--- src/rtl/mem_access_arbiter.sv ---
// Arbitrates instruction-fetch and load/store requests onto one shared memory
// port, refusing unkeyed accesses to the protected region and timing out stalled accesses.
module mem_access_arbiter #(
  parameter logic [31:0] SEC_BASE = 32'h0000_F000,
  parameter int unsigned TIMEOUT  = 15
) (
  input  logic        clk,
  input  logic        reset,
  input  logic        if_req,
  input  logic [31:0] if_addr,
  input  logic        ls_req,
  input  logic        ls_we,
  input  logic [31:0] ls_addr,
  input  logic [31:0] ls_wdata,
  input  logic        key_ok,
  output logic        mem_en,
  output logic        mem_we,
  output logic [31:0] mem_addr,
  output logic [31:0] mem_wdata,
  input  logic [31:0] mem_rdata,
  input  logic        mem_ack,
  output logic        if_done,
  output logic        ls_done,
  output logic [31:0] rdata,
  output logic        fault,
  output logic        busy
);

  localparam int CNT_W = $clog2(TIMEOUT + 1);

  localparam logic [1:0] ST_IDLE   = 2'd0;
  localparam logic [1:0] ST_ACCESS = 2'd1;
  localparam logic [1:0] ST_FAULT  = 2'd2;

  logic [1:0]       state;
  logic             win_ls;
  logic             last_ls;
  logic             lat_we;
  logic [31:0]      lat_addr;
  logic [31:0]      lat_wdata;
  logic [CNT_W-1:0] wait_cnt;
  logic [CNT_W-1:0] cnt_next;

  logic             grant;
  logic             grant_ls;
  logic             sel_we;
  logic [31:0]      sel_addr;
  logic [31:0]      sel_wdata;
  logic             refused;

  // NOTE: every signal gets a value on every path through this block, so no
  // latch can be inferred; add a default first if a branch ever skips one.
  always_comb begin
    grant     = ls_req || if_req;
    // LS normally wins, but yields once after its own grant if IF is waiting.
    grant_ls  = ls_req && !(last_ls && if_req);
    sel_addr  = grant_ls ? ls_addr : if_addr;
    sel_we    = grant_ls && ls_we;
    sel_wdata = grant_ls ? ls_wdata : '0;
    refused   = (sel_addr >= SEC_BASE) && !key_ok;
    cnt_next  = wait_cnt + CNT_W'(1);
  end

  // NOTE: state registers use non-blocking assignments only, so every branch
  // below reads the values from before this edge.
  always_ff @(posedge clk or negedge reset) begin
    if (!reset) begin
      state     <= ST_IDLE;
      win_ls    <= 1'b0;
      last_ls   <= 1'b0;
      lat_we    <= 1'b0;
      lat_addr  <= '0;
      lat_wdata <= '0;
      wait_cnt  <= '0;
      mem_en    <= 1'b0;
      if_done   <= 1'b0;
      ls_done   <= 1'b0;
      rdata     <= '0;
      fault     <= 1'b0;
    end else begin
      if_done <= 1'b0;
      ls_done <= 1'b0;
      fault   <= 1'b0;
      case (state)
        ST_IDLE: begin
          if (grant) begin
            win_ls    <= grant_ls;
            last_ls   <= grant_ls;
            lat_we    <= sel_we;
            lat_addr  <= sel_addr;
            lat_wdata <= sel_wdata;
            wait_cnt  <= '0;
            if (refused) begin
              state <= ST_FAULT;
            end else begin
              state  <= ST_ACCESS;
              mem_en <= 1'b1;
            end
          end
        end
        ST_ACCESS: begin
          // An ack on the timeout cycle still completes the access normally.
          if (mem_ack) begin
            mem_en  <= 1'b0;
            rdata   <= lat_we ? '0 : mem_rdata;
            if_done <= !win_ls;
            ls_done <= win_ls;
            state   <= ST_IDLE;
          end else begin
            wait_cnt <= cnt_next;
            if (cnt_next == CNT_W'(TIMEOUT)) begin
              mem_en <= 1'b0;
              state  <= ST_FAULT;
            end
          end
        end
        ST_FAULT: begin
          rdata   <= '0;
          fault   <= 1'b1;
          if_done <= !win_ls;
          ls_done <= win_ls;
          state   <= ST_IDLE;
        end
        default: begin
          mem_en <= 1'b0;
          state  <= ST_IDLE;
        end
      endcase
    end
  end

  // The command fields come straight from the grant-time latches, so they
  // stay put for the whole access regardless of the requester inputs.
  assign mem_we    = lat_we;
  assign mem_addr  = lat_addr;
  assign mem_wdata = lat_wdata;
  assign busy      = (state != ST_IDLE);

endmodule
--- config.mk ---
export PLATFORM = sky130hd
export DESIGN_NAME = mem_access_arbiter
export DESIGN_NICKNAME = d
export VERILOG_FILES = /design/src/rtl/mem_access_arbiter.sv
export SDC_FILE = /design/constraint.sdc
export NUM_CORES = 1
export LEC_CHECK = 0
export CAP_MARGIN = 15
export CORE_ASPECT_RATIO = 0.8
export CORE_MARGIN = 2
export CORE_UTILIZATION = 40
export DETAILED_ROUTE_END_ITERATION = 8
export PLACE_DENSITY = 0.91
export SLEW_MARGIN = 20
export SYNTH_ARGS = -nofsm -noshare
export SYNTH_HDL_FRONTEND = slang
export SYNTH_SLANG_ARGS = --single-unit
export TNS_END_PERCENT = 30
--- constraint.sdc ---
create_clock -name clk -period 2 [get_ports clk]
set_clock_uncertainty 0.05 [all_clocks]
set_input_delay 0.4 -clock clk [delete_from_list [all_inputs] [get_ports clk]]
set_output_delay 0.4 -clock clk [all_outputs]
set_load 0.05 [all_outputs]
==> metrics, run 1 <==
Leak=3.706 nW; slowest cell on the critical path=clkdlybuf4s50_1; post-synthesis net count=between 500 and 600; Netlist cell types=34; drt pass-1 iters=5; total CTS buffers=9; Yosys warnings=0; Flop pwr share=between 20 and 30%; Synth top area share=approximately three fifths; total clock sinks=108; RD Place Congestion=approximately 0.91; Power, Total=~13 mW; first-pass GRT wire length=about 24 mm; H-tree depth=3; core box area=11430 sq um; final net count=830; antenna violations before repair=0; WP buf/inv=1; final setup fails=0; number of max-slew violations in the final report=0; setup slack, reg-to-reg=approximately 0.25 ns; worst r2r dst=state[1]$_DFFE_PN0P_; internal power=around 6.7 mW; max cap viols=0; Worst Reg2Reg Path Length in Cells=6; critical path, cell by cell=clkdlybuf4s50_1; CP Capture Type=output port; clock power share=a little over an eighth; final-report hold violation count=3; final worst slack=approximately 0.029 ns; max incr delay on CP=just over 0.8 ns; Tmin final=approximately 2.0 ns; vias in the first global route=between 4000 and 5000; WL/cell=17.68 microns; RSZ-0062 raised after global routing=no; Chip Width=approximately 120 microns; IO buf count=236; crit path DAT=~1.5 ns; share of cells above drive strength 1=8.777%; CTS tree=done; critical path's top delay family=buffers and inverters; number of remaining DRC errors=0; Post-DP HPWL=11.49 mm; Area Growth Syn to Fin=66.55%; clock-pin slew on the worst setup and hold paths=~0.07 ns; Die Ht=~100 microns; Clock Path Buffers=2; root buf cell=clkbuf_16; Setup WS pre-CTS=-0.1807 ns; post-DR vias/cell=between 5 and 6; Seq/Total Area, Yosys=58.13%; f_max=about 0.51 GHz; vias=4403; Iter 0 DRT Violations=between 300 and 400; commonest non-fill, non-tap cells in the layout=clkdlybuf4s50_1 (200), dfrtp_1 (108), nand2_1 (99), o21ai_1 (39), a22o_1 (35); initial core utilization=40.68%; FILL cells=863; io pins=237; Detail Route Antenna Nets=0; #FFs+latches synth=approximately 110; row count=35; failing checks=negative hold slack; DIE AREA=12510 sq um; CP max FO=2; CP Launch Type=register; CP required=between 1.5 and 2 ns; WS Path Type=register to output port; Final period util=98.57%; Clk Latency, worst-skew pair=0.33 ns; switching part of the total=around half; final hold slack=-0.0008227 ns; pin count of the biggest net entering global routing=65; Least-Margin Pin Slew=between 0.6 and 0.7 ns; GRT overflow=0; antenna fix cells=0; Syn Std Cell Area=approximately 4600 sq um; net load switching power=6.370 mW; combinational share of power=between 50% and 60%; Synth area leaders=dfrtp_1 (58%), nand2_1 (8.0%), mux2i_1 (7.1%); cell taking the most area after synthesis=dfrtp_1; WL final=roughly 15 mm; leading cell type in the layout, fill and taps excluded=clkdlybuf4s50_1; all-layer global routing usage=a little under a quarter; pwr dens=~1700 nW/um^2; Hold Path Class=primary input to async pin; VDD IR max=approximately 970 uV; status=complete, but fails checks; Crit Reg-Reg Startpoint=wait_cnt[0]$_DFFE_PN0P_; syn_area_per_cell=roughly 11 sq um; Synth Instances=440; slew margin rel.=between 50% and 60%
==> flip-flops by register name (all words and copies together) (netlist names), 2 cells and up <==
register,cells
rdata,32
mem_addr,32
state,2
wait_cnt,4
mem_wdata,32
==> cells in the mapped netlist <==
cell type / number
nor3b_2: 1
nand3b_1: 3
o2bb2ai_1: 3
a311oi_1: 1
nor3_1: 3
a21boi_1: 1
a22o_1: 35
and2_1: 2
buf_4: 2
ha_1: 5
nand4_1: 3
nand4b_1: 3
o311a_1: 1
o21ai_0: 28
a21o_1: 2
a211oi_1: 2
nor2_1: 10
buf_2: 9
nor2b_1: 2
o21ai_1: 40
o211a_1: 1
a221o_1: 2
inv_1: 7
clkbuf_1: 16
a21oi_2: 1
nor4_1: 8
a21oi_1: 4
a21bo_2: 1
nand3_1: 1
nand2_1: 99
dfrtp_1: 108
mux2i_1: 33
nor4bb_1: 1
o211ai_1: 2
==> worst max path at each step <==
stage | cells past startpoint | slack, ns | from | endpoint
after CTS | 1 | 0.001 | mem_wdata[12]$_DFFE_PN0P_ | mem_wdata[12]
after global routing | 1 | 0.00008 | mem_addr[5]$_DFFE_PN0P_ | mem_addr[5]
after detailed placement | 6 | -0.18 | ls_req | mem_wdata[26]$_DFFE_PN0P_
final | 1 | 0.03 | mem_wdata[23]$_DFFE_PN0P_ | mem_wdata[23]
after global placement | 6 | -0.12 | if_addr[21] | state[1]$_DFFE_PN0P_
after floorplan | 6 | 0.35 | state[1]$_DFFE_PN0P_ | state[1]$_DFFE_PN0P_
==> worst reg2reg max path, cell delays in order (launching register included) <==
cell,delay [ns]
dfrtp_1,0.50
inv_1,0.08
ha_1,0.23
nand4b_1,0.15
nand2_1,0.14
a221o_1,0.35
o311a_1,0.13
==> metrics by stage <==
| stage | cells | utilization (%) | setup TNS [ns] | hold WS (ns) | area (sq um) |
|---|---|---|---|---|---|
| after CTS | 843 | 67.25 | 0 | 0.009914 | 7686 |
| final | 843 | 67.75 | 0 | -0.0008227 | 7744 |
| after detailed placement | 827 | 64.70 | -6.781 | 0.3721 | 7395 |
| after floorplan | 440 | - | 0 | 0.05441 | 4649 |
| after global placement | 827 | 64.70 | -4.089 | 0.3610 | 7395 |
| after global routing | 843 | 67.75 | 0 | 0.02294 | 7744 |
==> area by class of cell <==
class | count | area, sq um | area share [%]
clock buffers | 11 | 232.7 | 3.005
flip-flops and latches | 108 | 2703 | 34.90
inverters | 7 | 26.28 | 0.3393
clock inverters | 5 | 61.31 | 0.7917
repair buffers | 266 | 2703 | 34.90
multi-input cells | 298 | 1833 | 23.67
well taps | 148 | 185.2 | 2.391
==> cell families (layout without fill, tap and decap cells) <==
| kind of cell | after synthesis | in the layout | synth area share (%) |
|---|---|---|---|
| and+or+nand+nor | 136 | 136 | 12.78 |
| AOI/OAI and AO/OA | 124 | 124 | 17.49 |
| DFF | 108 | 108 | 58.13 |
| buffers and inverters | 34 | 289 | 3.149 |
| muxes | 33 | 33 | 7.104 |
| adders and majority gates | 5 | 5 | 1.346 |
==> power by group through the flow <==
stage | logic [mW] | clock network [mW] | registers, mW
detailed placement | 7.74 | 0 | 3.65
global placement | 7.52 | 0 | 3.60
floorplan | 1.94 | 0 | 6.50
CTS | 7.73 | 1.81 | 3.64
finish | 7.68 | 1.76 | 3.63
global route | 8.11 | 1.89 | 3.73
==> layer usage <==
layer	part of all wire, %	global-route usage [%]
met1	39	28.09
met2	52	43.00
met3	5.8	5.011
met4	2.7	8.989
met5	0	0
==> timing repair <==
| item | 4_1_cts | 5_1_grt |
|---|---|---|
| gates resized for setup | 2 | 23 |
| hold buffers | 0 | 0 |
| setup endpoints to repair | 2 | 23 |
| setup buffers | 0 | 0 |
| cloned | 0 | 0 |
(Power assumes the default switching activity.)
==> run 2: changes to the inputs <==
- ABC_CLOCK_PERIOD_IN_PS: default -> 2000
==> results of run 2 <==
Same layout as run 1: the final DEF is identical, and so are final timing and power.
